===== src/rtl/ccip_arb_pkg.sv =====
`default_nettype none
// ============================================================================
// Module   : ccip_arb_pkg
// Brief    : Shared CCI-P arbiter widths, error bit indices and mdata helpers
// Revision : 1.0  initial release
// ============================================================================
package ccip_arb_pkg;

  localparam int MDATA_W        = 16;
  localparam int CCIP_CL_W      = 512;
  localparam int ERR_UNKNOWN_ID = 0;
  localparam int ERR_UNDERFLOW  = 1;

  // mdata layout is {zeros, id, tag}; the caller keeps id and tag within their fields
  function automatic logic [MDATA_W-1:0] pack_mdata(input int unsigned id,
                                                    input int unsigned tag,
                                                    input int unsigned tag_w);
    return (MDATA_W'(id) << tag_w) | MDATA_W'(tag);
  endfunction

  function automatic int unsigned mdata_id(input logic [MDATA_W-1:0] mdata,
                                           input int unsigned tag_w,
                                           input int unsigned id_w);
    logic [MDATA_W-1:0] mask;
    mask = (MDATA_W'(1) << id_w) - MDATA_W'(1);
    return 32'((mdata >> tag_w) & mask);
  endfunction

endpackage
`default_nettype wire


===== src/rtl/rr_arbiter_onehot.sv =====
`default_nettype none
// ============================================================================
// Module   : rr_arbiter_onehot
// Brief    : N-wide round-robin search from an external pointer, one-hot grant
// Revision : 1.0  initial release
// ============================================================================
module rr_arbiter_onehot #(
  parameter int N     = 4,
  parameter int IDX_W = 2
) (
  input  logic [N-1:0]     req,
  input  logic [IDX_W-1:0] ptr,
  output logic [N-1:0]     grant,
  output logic [IDX_W-1:0] grant_idx,
  output logic             grant_any
);

  always_comb begin
    int unsigned idx;
    idx       = 0;
    grant     = '0;
    grant_idx = '0;
    grant_any = 1'b0;
    for (int k = 0; k < N; k++) begin
      idx = (32'(ptr) + 32'(k)) % 32'(N);
      if (!grant_any && req[idx]) begin
        grant[idx] = 1'b1;
        grant_idx  = IDX_W'(idx);
        grant_any  = 1'b1;
      end
    end
  end

endmodule
`default_nettype wire


===== src/rtl/ccip_c0_rd_arbiter.sv =====
`default_nettype none
// ============================================================================
// Module   : ccip_c0_rd_arbiter
// Brief    : Round-robin sharing of the CCI-P c0 read channel with ID-tagged
//            mdata, per-requester credits and response steering
// Revision : 1.0  initial release
// ============================================================================
module ccip_c0_rd_arbiter
  import ccip_arb_pkg::*;
#(
  parameter int N_REQ   = 4,
  parameter int ADDR_W  = 42,
  parameter int TAG_W   = 8,
  parameter int MAX_OUT = 64
) (
  input  logic                    pClk,
  input  logic                    SoftReset_n,
  input  logic [N_REQ-1:0]        req_valid,
  input  logic [N_REQ*ADDR_W-1:0] req_addr,
  input  logic [N_REQ*TAG_W-1:0]  req_tag,
  output logic [N_REQ-1:0]        req_ready,
  input  logic                    c0TxAlmFull,
  output logic                    tx_c0_valid,
  output logic [ADDR_W-1:0]       tx_c0_addr,
  output logic [MDATA_W-1:0]      tx_c0_mdata,
  input  logic                    rx_c0_rspValid,
  input  logic [MDATA_W-1:0]      rx_c0_mdata,
  input  logic [CCIP_CL_W-1:0]    rx_c0_data,
  output logic [N_REQ-1:0]        rsp_valid,
  output logic [TAG_W-1:0]        rsp_tag,
  output logic [CCIP_CL_W-1:0]    rsp_data,
  output logic                    idle,
  output logic [1:0]              err_sticky
);

  localparam int ID_W  = $clog2(N_REQ);
  localparam int CNT_W = $clog2(MAX_OUT) + 1;

  logic [ID_W-1:0]  ptr;
  logic [CNT_W-1:0] cnt     [N_REQ];
  logic [CNT_W-1:0] cnt_nxt [N_REQ];
  logic [N_REQ-1:0] eligible;
  logic [N_REQ-1:0] grant;
  logic [ID_W-1:0]  grant_idx;
  logic             grant_any;
  logic             accept;
  logic [ID_W-1:0]  ptr_nxt;

  int unsigned      rx_id;
  logic             rx_known;
  logic             rx_route;
  logic [N_REQ-1:0] rx_onehot;
  logic [N_REQ-1:0] underflow;
  logic             cnt_all_zero_nxt;

  always_comb begin
    for (int i = 0; i < N_REQ; i++)
      eligible[i] = req_valid[i] && (cnt[i] < CNT_W'(MAX_OUT)) && !c0TxAlmFull;
  end

  rr_arbiter_onehot #(
    .N     (N_REQ),
    .IDX_W (ID_W)
  ) u_rr (
    .req       (eligible),
    .ptr       (ptr),
    .grant     (grant),
    .grant_idx (grant_idx),
    .grant_any (grant_any)
  );

  // grant only ever lands on an eligible (hence valid) requester, so it is the handshake
  assign req_ready = SoftReset_n ? grant : '0;
  assign accept    = SoftReset_n && grant_any;
  assign ptr_nxt   = (grant_idx == ID_W'(N_REQ - 1)) ? '0 : grant_idx + 1'b1;

  // Responses with stray high mdata bits or an out-of-range ID are dropped
  always_comb begin
    rx_id     = mdata_id(rx_c0_mdata, TAG_W, ID_W);
    rx_known  = ((rx_c0_mdata >> (TAG_W + ID_W)) == '0) && (rx_id < N_REQ);
    rx_route  = rx_c0_rspValid && rx_known;
    rx_onehot = '0;
    for (int i = 0; i < N_REQ; i++)
      rx_onehot[i] = rx_route && (rx_id == i);
  end

  always_comb begin
    cnt_all_zero_nxt = 1'b1;
    for (int i = 0; i < N_REQ; i++) begin
      underflow[i] = rx_onehot[i] && (cnt[i] == '0);
      cnt_nxt[i]   = cnt[i];
      if (accept && grant[i] && !rx_onehot[i])
        cnt_nxt[i] = cnt[i] + 1'b1;
      else if (!(accept && grant[i]) && rx_onehot[i] && (cnt[i] != '0))
        cnt_nxt[i] = cnt[i] - 1'b1;
      if (cnt_nxt[i] != '0)
        cnt_all_zero_nxt = 1'b0;
    end
  end

  always_ff @(posedge pClk) begin
    if (!SoftReset_n) begin
      ptr         <= '0;
      tx_c0_valid <= 1'b0;
      tx_c0_addr  <= '0;
      tx_c0_mdata <= '0;
      rsp_valid   <= '0;
      rsp_tag     <= '0;
      rsp_data    <= '0;
      idle        <= 1'b1;
      err_sticky  <= '0;
      for (int i = 0; i < N_REQ; i++)
        cnt[i] <= '0;
    end else begin
      tx_c0_valid <= accept;
      if (accept) begin
        ptr         <= ptr_nxt;
        tx_c0_addr  <= req_addr[grant_idx*ADDR_W +: ADDR_W];
        tx_c0_mdata <= pack_mdata(32'(grant_idx),
                                  32'(req_tag[grant_idx*TAG_W +: TAG_W]), TAG_W);
      end
      rsp_valid <= rx_onehot;
      if (rx_route) begin
        rsp_tag  <= rx_c0_mdata[TAG_W-1:0];
        rsp_data <= rx_c0_data;
      end
      for (int i = 0; i < N_REQ; i++)
        cnt[i] <= cnt_nxt[i];
      if (rx_c0_rspValid && !rx_known)
        err_sticky[ERR_UNKNOWN_ID] <= 1'b1;
      if (|underflow)
        err_sticky[ERR_UNDERFLOW] <= 1'b1;
      idle <= !accept && cnt_all_zero_nxt;
    end
  end

endmodule
`default_nettype wire


===== config.mk =====
export PLATFORM = sky130hd
export DESIGN_NAME = ccip_c0_rd_arbiter
export DESIGN_NICKNAME = d
export VERILOG_FILES = /design/src/rtl/ccip_arb_pkg.sv /design/src/rtl/rr_arbiter_onehot.sv /design/src/rtl/ccip_c0_rd_arbiter.sv
export SDC_FILE = /design/constraint.sdc
export NUM_CORES = 1
export LEC_CHECK = 0
export BUFFER_PORTS_ARGS = -buffer_cell sky130_fd_sc_hd__buf_4
export CORE_AREA = 2 2 519 521
export DETAILED_ROUTE_END_ITERATION = 12
export DIE_AREA = 0 0 521 523
export GPL_TIMING_DRIVEN = 0
export PLACE_DENSITY_LB_ADDON = 0.25
export SLEW_MARGIN = 0
export SYNTH_ARGS = -nofsm -noshare
export SYNTH_HDL_FRONTEND = slang
export SYNTH_SLANG_ARGS = --single-unit

===== constraint.sdc =====
create_clock -name pClk -period 4.2 [get_ports pClk]
set_input_delay 0.84 -clock pClk [delete_from_list [all_inputs] [get_ports pClk]]
set_output_delay 0.84 -clock pClk [all_outputs]
set_load 0.005 [all_outputs]

# After elaboration in Yosys (flattened, before gate mapping)
# Memory sizes are Yosys's and may differ from the RTL's.
# Index checks and enable logic that the tools add are counted.
# word_totals
regBits,588
latchBits,0
mem_bits_rw,28
romBits,0
in_bits,736
n_memories,1
# classes
add_sub_neg,12
multipliers,1
div,0
order_cmp,13
eq_ne,4
n_shift,2
n_mux,48
bitwise_logic,8
n_reduce_logical,73
# memory_table
memory,depth,width,rd,rd_clocked_by_memory_dff,write_ports,line_no,text
cnt,4,7,4,0,4,ccip_c0_rd_arbiter.sv:40,logic [CNT_W-1:0] cnt [N_REQ];
# op_table
op,count
168-bit by 9-bit variable part select with 42-bit output,1
7-bit two-way mux,12
7-bit nonzero test,8
1-bit logical AND,44
32-bit logical NOT,1
32-bit by 6-bit variable part select with 8-bit output,1
7-bit by 1-bit adder with 7-bit output (second input constant),4
7-bit logical NOT,4
7-bit less-than comparator (second input constant),4
7-bit by 1-bit subtractor with 7-bit output (second input constant),4
4-bit two-way mux,5
1-bit two-way mux,18
16-bit logical NOT,1
2-bit by 3-bit less-than comparator with 1-bit output (second input constant),5
1-bit logical NOT,14
4-bit bitwise OR,3
2-bit two-way mux,5
10-bit by 8-bit bitwise OR with 10-bit output,1
1-bit binary-select mux with 2-bit select,4
1-bit demux with 2-bit select,4
2-bit by 1-bit greater-or-equal comparator with 1-bit output (second input constant),4
2-bit by 5-bit multiplier with 7-bit output (second input constant),1
2-bit == test (second input constant),3
2-bit by 1-bit adder with 2-bit output (second input constant),2
other kinds (4),8

# Longest topological paths before layout
# Gate-level depths: netlist of the first run.
# An unclocked memory read counts as a cell.
# depth
ltp_word,29
depth_mapped,15

# Cells and area by module
# From an unflattened synthesis of the first run, not the netlist that was laid out.
# hier_totals
cells_unflattened,2865
area_unflattened_um2,23719.0
# by_module_without_submodules
mod,instances,cells_per_inst,area_each_um2,seq_area_each_um2
ccip_c0_rd_arbiter,1,2820,23297.3,12211.7
rr_arbiter_onehot,1,45,421.7,0.0

# Least setup slack after synthesis of the first run
# OpenSTA, ideal clock, no wires.
# synth_timing
path_type,in2out
start,input port c0TxAlmFull
end,output port req_ready[1]
arrival_time_ns,2.526
required_time_ns,3.360
slack_ns,0.834
cell_stages,7
path_buffers,1
path_cell_list,or4bb_1 a21oi_2 or2_2 o31ai_1 o31ai_4 buf_6 inv_1
# synth_between
elab_chain_cells,15
elab_cells_between_ends,30
classes_between,mux (16); bitwise (3); reduce/logical (11)
# synth_rtl
item,line_no,text
start: declaration,ccip_c0_rd_arbiter.sv:22,"input logic c0TxAlmFull,"
1-bit logical NOT (*),ccip_c0_rd_arbiter.sv:58,eligible[i] = req_valid[i] && (cnt[i] < CNT_W'(MAX_OUT)) && !c0TxAlmFull;
1-bit logical AND,ccip_c0_rd_arbiter.sv:58,
1-bit binary-select mux with 2-bit select,rr_arbiter_onehot.sv:26,if (!grant_any && req[idx]) begin
1-bit two-way mux (implied by the code),rr_arbiter_onehot.sv:26,
1-bit two-way mux,rr_arbiter_onehot.sv:26,
1-bit logical NOT,rr_arbiter_onehot.sv:26,
1-bit logical AND,rr_arbiter_onehot.sv:26,
1-bit two-way mux,rr_arbiter_onehot.sv:26,
1-bit logical NOT,rr_arbiter_onehot.sv:26,
1-bit logical AND,rr_arbiter_onehot.sv:26,
1-bit two-way mux,rr_arbiter_onehot.sv:26,
1-bit logical NOT,rr_arbiter_onehot.sv:26,
1-bit logical AND,rr_arbiter_onehot.sv:26,
4-bit two-way mux (*),rr_arbiter_onehot.sv:26,
4-bit two-way mux (*),ccip_c0_rd_arbiter.sv:73,assign req_ready = SoftReset_n ? grant : '0;
end: declaration,ccip_c0_rd_arbiter.sv:21,"output logic [N_REQ-1:0] req_ready,"
# Every way passes the cells marked *; elsewhere a longest branch is shown, timed or not. The select of a mux whose other input is x is not followed.

# Worst setup path after layout of the first run
# layout_timing
start,input port rx_c0_mdata[15]
end,register idle
# layout_between
elab_chain_cells,14
elab_cells_between_ends,40
classes_between,mux (12); reduce/logical (28)
# layout_rtl
item,line_no,text
start: declaration,ccip_c0_rd_arbiter.sv:27,"input logic [MDATA_W-1:0] rx_c0_mdata,"
16-bit logical NOT (*),ccip_c0_rd_arbiter.sv:80,rx_known = ((rx_c0_mdata >> (TAG_W + ID_W)) == '0) && (rx_id < N_REQ);
1-bit logical AND (*),ccip_c0_rd_arbiter.sv:80,
1-bit logical AND (*),ccip_c0_rd_arbiter.sv:81,rx_route = rx_c0_rspValid && rx_known;
1-bit logical AND,ccip_c0_rd_arbiter.sv:84,rx_onehot[i] = rx_route && (rx_id == i);
1-bit logical AND (2 in series),ccip_c0_rd_arbiter.sv:94,else if (!(accept && grant[i]) && rx_onehot[i] && (cnt[i] != '0))
7-bit two-way mux,ccip_c0_rd_arbiter.sv:94,
7-bit two-way mux,ccip_c0_rd_arbiter.sv:92,if (accept && grant[i] && !rx_onehot[i])
7-bit nonzero test,ccip_c0_rd_arbiter.sv:96,if (cnt_nxt[i] != '0)
1-bit two-way mux (3 in series),ccip_c0_rd_arbiter.sv:96,
1-bit two-way mux (*),ccip_c0_rd_arbiter.sv:96,
1-bit logical AND (*),ccip_c0_rd_arbiter.sv:133,idle <= !accept && cnt_all_zero_nxt;
end signal: assignment,ccip_c0_rd_arbiter.sv:133,
end: declaration,ccip_c0_rd_arbiter.sv:32,"output logic idle,"
# Every way passes the cells marked *; elsewhere a longest branch is shown, timed or not.
# A chain may end at the register's enable or synchronous reset.

==> impl_metrics.sql, run 1 <==
INSERT INTO impl_metrics (metric_group, metric, value, unit) VALUES
('final_layout', 'fraction_of_final_layout_cells_sized_beyond_drive_strength_1', '0.3345', ''),
('synth', 'cell_area_after_synthesis', '0.02422', 'mm²'),
('global_routing', 'grt_util_all_layers', '0.1577', ''),
('route', 'drt_pass1_iterations', '5', ''),
('sta', 'post_route_fraction_of_the_period_consumed_by_the_critical_path', '0.9614', ''),
('synth', 'syn-mean-instance-area', '7.722', 'µm²'),
('die', 'die_area', '0.2725', 'mm²'),
('sta', 'grt_setup_unrepaired', 'no', ''),
('power', 'static-leakage-power', '16.59', 'nW'),
('sta', 'relSlewSlack', '0.1546', ''),
('final_layout', 'layout_common_cells', '1336 x buf_4, 1146 x nand2_1, 608 x dfxtp_1, 584 x a21oi_1, 211 x clkbuf_1', ''),
('power', 'p_total', '19.93', 'mW'),
('final_layout', 'fin_area', '0.04216', 'mm²'),
('sta', 'final.min_clock_period', '4.038', 'ns'),
('route', 'top_layer', 'met5', ''),
('route', 'routed_length_on_met1', '82.32', 'mm'),
('global_routing', 'globalRouteOverflowTotal', '0', ''),
('worst_hold_path', 'hold_path_class', 'in2reg', ''),
('placement', 'port_buffers', '1318', ''),
('global_routing', 'grt_start_max_net_pins', '15', ''),
('route', 'antenna_left', '0', ''),
('setup_path', 'timing.critical_path.to_type', 'flip-flop', ''),
('die', 'floorplan.initialDensity', '0.09074', ''),
('route', 'remaining_drc_errors', '0', ''),
('setup_path', 'crit_path_cell_trace', 'buf_4, nor2_1, nand3_1, nor4_2, a21bo_2, o41ai_1, a32oi_1, xnor2_1, a21oi_1, nand4_1, o21ai_1', ''),
('synth', 'synth.area.top_cells', 'dfxtp_1 50%, nand2_1 18%, a21oi_1 12%, clkbuf_1 3.1%, mux2i_1 2.6%', ''),
('sta', 'timing.final.max_slew_violations', '0', ''),
('setup_path', 'cp_data_required_time', '4.83', 'ns'),
('die', 'dieWidth', '521', 'µm'),
('synth', 'synth_async_sr_flop_share', '0', ''),
('sta', 'fin_tns_setup', '0', 'ns'),
('route', 'dr.first_iter.drc_count', '1770', ''),
('route', 'met2RoutedLength', '106.5', 'mm'),
('route', 'vias', '28520', ''),
('run_status', 'run_status', 'completed', ''),
('sta', 'clock_skew', '0.02946', 'ns'),
('die', 'area_of_the_core_region', '0.2670', 'mm²'),
('route', 'routed_wirelength', '223.9', 'mm'),
('setup_path', 'timing.critical_path.slowest_stage_cell', 'nor4_2', ''),
('route', 'routed-wl-met3', '29.63', 'mm'),
('sta', 'finalHoldViolations', '0', ''),
('power', 'p_per_area', '472.8', 'mW/mm²'),
('placement', 'dp_worst_setup_slack', '-1.466', 'ns'),
('sta', 'fmax', '247.7', 'MHz'),
('final_layout', 'num-nets-final', '5324', ''),
('cts', 'clock_insertion_delay_worst_skew', '0.73', 'ns'),
('sta', 'setup_ws', '0.1623', 'ns'),
('synth', 'number_of_enable_flip_flop_cells_after_synthesis', '0', ''),
('sta', 'final_setup_violation_count', '0', ''),
('placement', 'gp_routability_congestion', '0.9135', ''),
('final_layout', 'fillerInstances', '30650', ''),
('synth', 'synth_cells', '3137', ''),
('synth', 'synth.largest_area_cell', 'dfxtp_1', ''),
('die', 'placementRows', '190', ''),
('synth', 'dominantRegCellSynth', 'dfxtp_1', ''),
('cts', 'max_clock_buf_depth', '3', ''),
('sta', 'actual_transition_at_the_worst_max_transition_pin', '1.268', 'ns'),
('final_layout', 'layout.cells.most_common', 'buf_4', ''),
('die', 'dieHeight', '523', 'µm'),
('synth', 'yosysTopAreaCellShare', '0.5041', ''),
('cts', 'cts_max_level', '3', ''),
('global_routing', 'antenna_violations_before_repair', '139', ''),
('synth', 'synth-seq-area-share', '0.5041', ''),
('global_routing', 'wire_length_of_the_first_global_routing_pass', '284.0', 'mm'),
('cts', 'worst_setup_hold_path_clk_slew', '0.06', 'ns'),
('sta', 'worst_hold_slack', '0.3472', 'ns'),
('final_layout', 'area_growth', '74.04', '%'),
('cts', 'tritoncts', 'built', ''),
('synth', 'yosys.cell_types.count', '84', ''),
('power', 'vdd_drop_max', '0.0002946', 'V'),
('job', 'cap_violations', '0', '');
[final timing paths]
path                            slack, ns  cells after the start             end       startpoint
worst max-delay path                 0.16                     11            idle  rx_c0_mdata[15]
worst min-delay path                 0.35                      3   rsp_data[408]  rx_c0_data[408]
worst max register to register       0.26                     13  tx_c0_addr[15]        flip-flop
worst min register to register       0.45                      2  tx_c0_mdata[9]   tx_c0_mdata[9]
[power breakdown]
group          switching, mW  internal [mW]  leakage [nW]  total [mW]
Combinational           3.29           2.07          10.1        5.36
Clock                   3.40           4.92          1.52        8.33
Sequential             0.197           6.05          4.93        6.25
[flip-flops by register name, indices dropped and copies added (netlist names), named ones only]
name	count
err_sticky	2
rsp_data	512
cnt	28
rsp_valid	4
tx_c0_valid	1
tx_c0_mdata	10
idle	1
rsp_tag	8
tx_c0_addr	42
ptr	1
[final cells by class]
cell class	count	area [µm²]	area share
sequential	610	12220	0.2898
multi-input combinational	2275	11050	0.2621
clock inverter	45	698.2	0.01656
clock buffer	119	2471	0.05861
inverter	25	101.3	0.002404
tap	3552	4444	0.1054
timing repair buffer	1334	10090	0.2394
buffer	232	989.7	0.02348
antenna	37	92.59	0.002196
[logic make-up after synthesis]
| family | after synthesis | synth area share |
|---|---|---|
| AOI/OAI and AO/OA | 724 | 0.1652 |
| xor gates and xnor gates | 19 | 0.006869 |
| adders and majority gates | 20 | 0.01033 |
| buffers and inverters | 257 | 0.04395 |
| DFF | 610 | 0.5041 |
| muxes | 64 | 0.02701 |
| other | 1 | 0.0001548 |
| and+or+nand+nor | 1442 | 0.2423 |
[synthesized netlist by cell type, drive strengths merged, types with 4 or more instances]
cell type and number:
clkbuf 203, xor2 8, nand4 8, mux2i 62, o21a 4, a2111oi 4, nor2 137, nand3 36
o21ai 25, or3 8, or4b 4, and3 19, and3b 5, buf 29, xnor2 11, or2 4
nor4 9, nor3 15, o31ai 7, and4 4, a221oi 4, inv 24, dfxtp 610, nand2 1146
o211ai 27, nand3b 4, o22ai 30, a21oi 588, and2 20, ha 20, nor3b 4, nor2b 5
[through the flow]
step           utilization  std cells
2_1_floorplan            -       3142
3_3_place_gp        0.1445       8012
3_5_place_dp        0.1450       8017
4_1_cts             0.1572       8186
5_1_grt             0.1576       8197
6_report            0.1579       8229
[repair_timing]
action                     CTS  global route
setup endpoints to repair   62            16
pin swaps                    2             3
hold endpoints to repair     0             0
buffers inserted             5             6
hold buffers                 0             0
gates resized for setup     17            11
[layer usage]
metal / track usage / vias to the layer above
li1: - / 13330
met1: 0.1737 / 13490
met2: 0.2694 / 1346
met3: 0.08087 / 278
met4: 0.03404 / 80
met5: 0 / -
[critical path: cells and delay by family]
family / cells / cell delay [ns]
simple gates: 4 / 2.09
compound gates: 5 / 1.45
xor+xnor: 1 / 0.17
buf+inv: 1 / 0.11
No activity file was read; power rests on OpenSTA's default activity.
==> inputs of run 2 (changes only) <==
- ABC_AREA: unset -> 1
==> run 2 against run 1 <==
  * Wire length down 6.0%
  * Register-to-register slack gained 0.29 ns
  * Synthesized area grew 0.20%
  * Die area stayed put
  * Worst setup slack better by 0.091 ns
  * Synthesized cell count rose by 5.8%
  * Via count rose by 0.60%
  * Non-clock buffer count fell by 19
  * Largest cell class unchanged
  * Largest power group unchanged
  * Highest routed layer unchanged
==> impl_metrics.sql, run 2 <==
INSERT INTO impl_metrics (metric_group, metric, value, unit) VALUES
('run_status', 'run_status', 'completed', ''),
('cts', 'cts_max_level', '3', ''),
('final_layout', 'area_growth', '71.76', '%'),
('synth', 'yosys_warnings', '0', ''),
('placement', 'gp_routability_congestion', '0.9479', ''),
('placement', 'detailed_place.area', '0.03866', 'mm²'),
('setup_path', 'cp_data_required_time', '3.36', 'ns'),
('route', 'drt-wirelength-per-cell', '25.08', 'µm'),
('sta', 'relSlewSlack', '0.2091', ''),
('die', 'die_area', '0.2725', 'mm²'),
('setup_path', 'startpoint_type', 'flip-flop', ''),
('route', 'routed_wirelength', '210.4', 'mm'),
('route', 'drt_pass1_iterations', '7', ''),
('cts', 'clock_insertion_delay_worst_skew', '0.71', 'ns'),
('sta', 'final_setup_violation_count', '0', ''),
('setup_path', 'highest_cell_delay_on_the_worst_timing_path', '0.51', 'ns'),
('global_routing', 'grt_util_all_layers', '0.1476', ''),
('synth', 'cell_area_after_synthesis', '0.02427', 'mm²'),
('cts', 'clkSinkCount', '610', ''),
('global_routing', 'antenna_violations_before_repair', '105', ''),
('route', 'met2RoutedLength', '97.41', 'mm'),
('placement', 'detailedPlacementHpwl', '184.1', 'mm'),
('final_layout', 'fillerInstances', '30830', ''),
('final_layout', 'fraction_of_final_layout_cells_sized_beyond_drive_strength_1', '0.3303', ''),
('die', 'floorplan.initialDensity', '0.09092', ''),
('sta', 'grt_setup_unrepaired', 'no', ''),
('setup_path', 'timing.critical_path.to_type', 'primary output', ''),
('placement', 'port_buffers', '1318', ''),
('power', 'vdd_drop_max', '0.0002724', 'V'),
('final_layout', 'layout.cells.most_common', 'buf_4', ''),
('die', 'top_level_ports', '1326', ''),
('route', 'antenna_left', '0', ''),
('placement', 'dp_worst_setup_slack', '-0.4371', 'ns'),
('final_layout', 'fin_area', '0.04169', 'mm²'),
('synth', 'number_of_enable_flip_flop_cells_after_synthesis', '0', ''),
('sta', 'fmax', '253.4', 'MHz'),
('synth', 'synth.largest_area_cell', 'dfxtp_1', ''),
('synth', 'dominantRegCellSynth', 'dfxtp_1', ''),
('setup_path', 'crit_path_max_fanout', '12', ''),
('cts', 'tritoncts', 'built', ''),
('worst_hold_path', 'hold_path_class', 'in2reg', ''),
('cts', 'cts_buffers', '85', ''),
('synth', 'synth_async_sr_flop_share', '0', ''),
('final_layout', 'num-nets-final', '5486', ''),
('sta', 'actual_transition_at_the_worst_max_transition_pin', '1.175', 'ns'),
('job', 'cap_violations', '0', ''),
('setup_path', 'worst-setup-path-type', 'reg2out', ''),
('synth', 'yosysTopAreaCellShare', '0.5031', ''),
('route', 'routed_length_on_met1', '84.59', 'mm'),
('route', 'remaining_drc_errors', '0', ''),
('cts', 'max_clock_buf_depth', '3', ''),
('sta', 'final.min_clock_period', '3.947', 'ns'),
('cts', 'worst_setup_hold_path_clk_slew', '0.06', 'ns'),
('die', 'dieHeight', '523', 'µm'),
('synth', 'syn-mean-instance-area', '7.315', 'µm²'),
('route', 'routed-wl-met3', '24.20', 'mm'),
('route', 'dr.first_iter.drc_count', '1601', ''),
('global_routing', 'wire_length_of_the_first_global_routing_pass', '269.5', 'mm'),
('global_routing', 'globalRouteOverflowTotal', '0', ''),
('final_layout', 'layout_common_cells', '1327 x buf_4, 1094 x nor2_1, 608 x dfxtp_1, 524 x o21ai_0, 330 x nand2_1', ''),
('route', 'top_layer', 'met5', ''),
('synth', 'synth_cells', '3318', ''),
('sta', 'timing.final.max_slew_violations', '0', ''),
('synth', 'synth-seq-area-share', '0.5031', ''),
('sta', 'setup_ws', '0.2534', 'ns'),
('route', 'vias', '28690', ''),
('global_routing', 'grt_start_max_net_pins', '14', ''),
('setup_path', 'critical-path-top-cell-by-count', 'nand2_2', ''),
('die', 'dieWidth', '521', 'µm'),
('sta', 'clock_skew', '0.03876', 'ns'),
('sta', 'fin_tns_setup', '0', 'ns'),
('final_layout', 'reg.largest.list', 'rsp_data x512, tx_c0_addr x42, cnt x28', ''),
('route', 'drt-vias-per-instance', '3.420', ''),
('cts', 'postCtsHoldBufs', '0', ''),
('sta', 'post_route_fraction_of_the_period_consumed_by_the_critical_path', '0.9397', ''),
('synth', 'yosys_register_bits', '610', ''),
('setup_path', 'timing.critical_path.slowest_stage_cell', 'dfxtp_2', ''),
('global_routing', 'vias_in_the_first_global_route', '28400', ''),
('power', 'static-leakage-power', '17.63', 'nW'),
('final_layout', 'regMostFlops', 'rsp_data', ''),
('synth', 'ys_top_cells_by_count', '1094 x nor2_1, 610 x dfxtp_1, 524 x o21ai_0', ''),
('synth', 'synth.area.top_cells', 'dfxtp_1 50%, nor2_1 17%, o21ai_0 11%, nand2_1 5.1%, nand3_1 3.6%', ''),
('synth', 'most_common_cell_in_the_synthesized_netlist', 'nor2_1', ''),
('setup_path', 'crit_path_cell_trace', 'inv_4, ha_1, inv_1, nand3_1, nand2_2, nand2_4, nor2_8, nand3_1, nand2_2, nand2_2, inv_1, buf_4', ''),
('setup_path', 'critPathArrivalTime', '3.11', 'ns'),
('power', 'p_per_area', '481.8', 'mW/mm²'),
('synth', 'yosys.cell_types.count', '42', ''),
('cts', 'cts-root-buf', 'clkbuf_16', ''),
('die', 'area_of_the_core_region', '0.2670', 'mm²'),
('final_layout', 'largest_register_ffs', '512', ''),
('sta', 'finalHoldViolations', '0', ''),
('die', 'placementRows', '190', '');
run 2: changes by cell type after synthesis, sizes merged, moves of 11 or more:
cell	previous run	this run
o21ai	25	525
and2	20	0
nand2	1146	349
or2	4	53
and3	19	1
a21oi	588	27
o211ai	27	53
inv	24	102
clkbuf	203	192
o22ai	30	1
nand3	36	188
nor2	137	1100
mux2i	62	0
nand4	8	21
run 2: report_power, final:
group	internal [mW]	total, mW	switching (mW)
combinational	2.09	6.15	4.07
clock	4.44	7.61	3.17
sequential	6.09	6.33	0.235
run 2: cell type report:
class | count | area, µm² | area share
multi-input cells | 2383 | 10780 | 0.2586
inverters | 103 | 394.1 | 0.009454
diodes | 39 | 97.59 | 0.002341
plain buffers | 227 | 912.1 | 0.02188
well taps | 3552 | 4444 | 0.1066
clock inverters | 33 | 401.6 | 0.009634
flip-flops and latches | 610 | 12220 | 0.2930
repair buffers | 1320 | 9930 | 0.2382
clock buffers | 123 | 2511 | 0.06023
run 2: worst paths after layout:
path	from	end	slack, ns	cells past startpoint
worst max register to register	flip-flop	tx_c0_addr[20]	0.55	16
worst min register to register	tx_c0_addr[10]	tx_c0_addr[10]	0.48	2
worst max-delay path	flip-flop	req_ready[2]	0.25	12
worst min-delay path	rx_c0_data[55]	rsp_data[55]	0.38	3
run 2: metrics by stage:
step | cells | hold slack (ns) | util | power (mW)
CTS | 8350 | 0.2796 | 0.1557 | 20.48
global placement | 8193 | 0.4634 | 0.1447 | 12.67
floorplan | 3323 | 0.4466 | - | 9.620
detailed placement | 8194 | 0.4630 | 0.1448 | 12.67
global route | 8360 | 0.3245 | 0.1559 | 21.24
finish | 8390 | 0.3769 | 0.1562 | 20.09
run 2: kinds of logic (layout without fill, tap and decap cells):
| kind of cell | Yosys count | count (layout) | synth area share |
|---|---|---|---|
| AND/OR/NAND/NOR | 1735 | 1735 | 0.2958 |
| AO/OA/AOI/OAI | 615 | 615 | 0.1346 |
| flip-flops | 610 | 610 | 0.5031 |
| buffers and inverters | 330 | 1806 | 0.05341 |
| adder cells (fa/ha/maj) | 20 | 20 | 0.01031 |
| XOR/XNOR | 7 | 7 | 0.002526 |
| other | 1 | 45 | 0.0001545 |
run 2: worst max-delay path, delay by kind of cell (launching register included):
| family | cells | cell delay (ns) |
|---|---|---|
| buf+inv | 4 | 0.58 |
| flops | 1 | 0.51 |
| simple gates | 7 | 0.96 |
| fa+ha+maj | 1 | 0.36 |
run 2: what timing repair did:
| action | CTS | global route |
|---|---|---|
| gates resized for setup | 2 | 2 |
| endpoints found under the setup margin | 4 | 2 |
| setup buffers | 0 | 1 |
| pin swaps | 0 | 0 |
run 2: layer usage:
layer | GRT usage | vias to the layer above
met4 | 0.03120 | 62
met5 | 0 | -
li1 | - | 13630
met3 | 0.07100 | 227
met1 | 0.1726 | 13530
met2 | 0.2434 | 1239
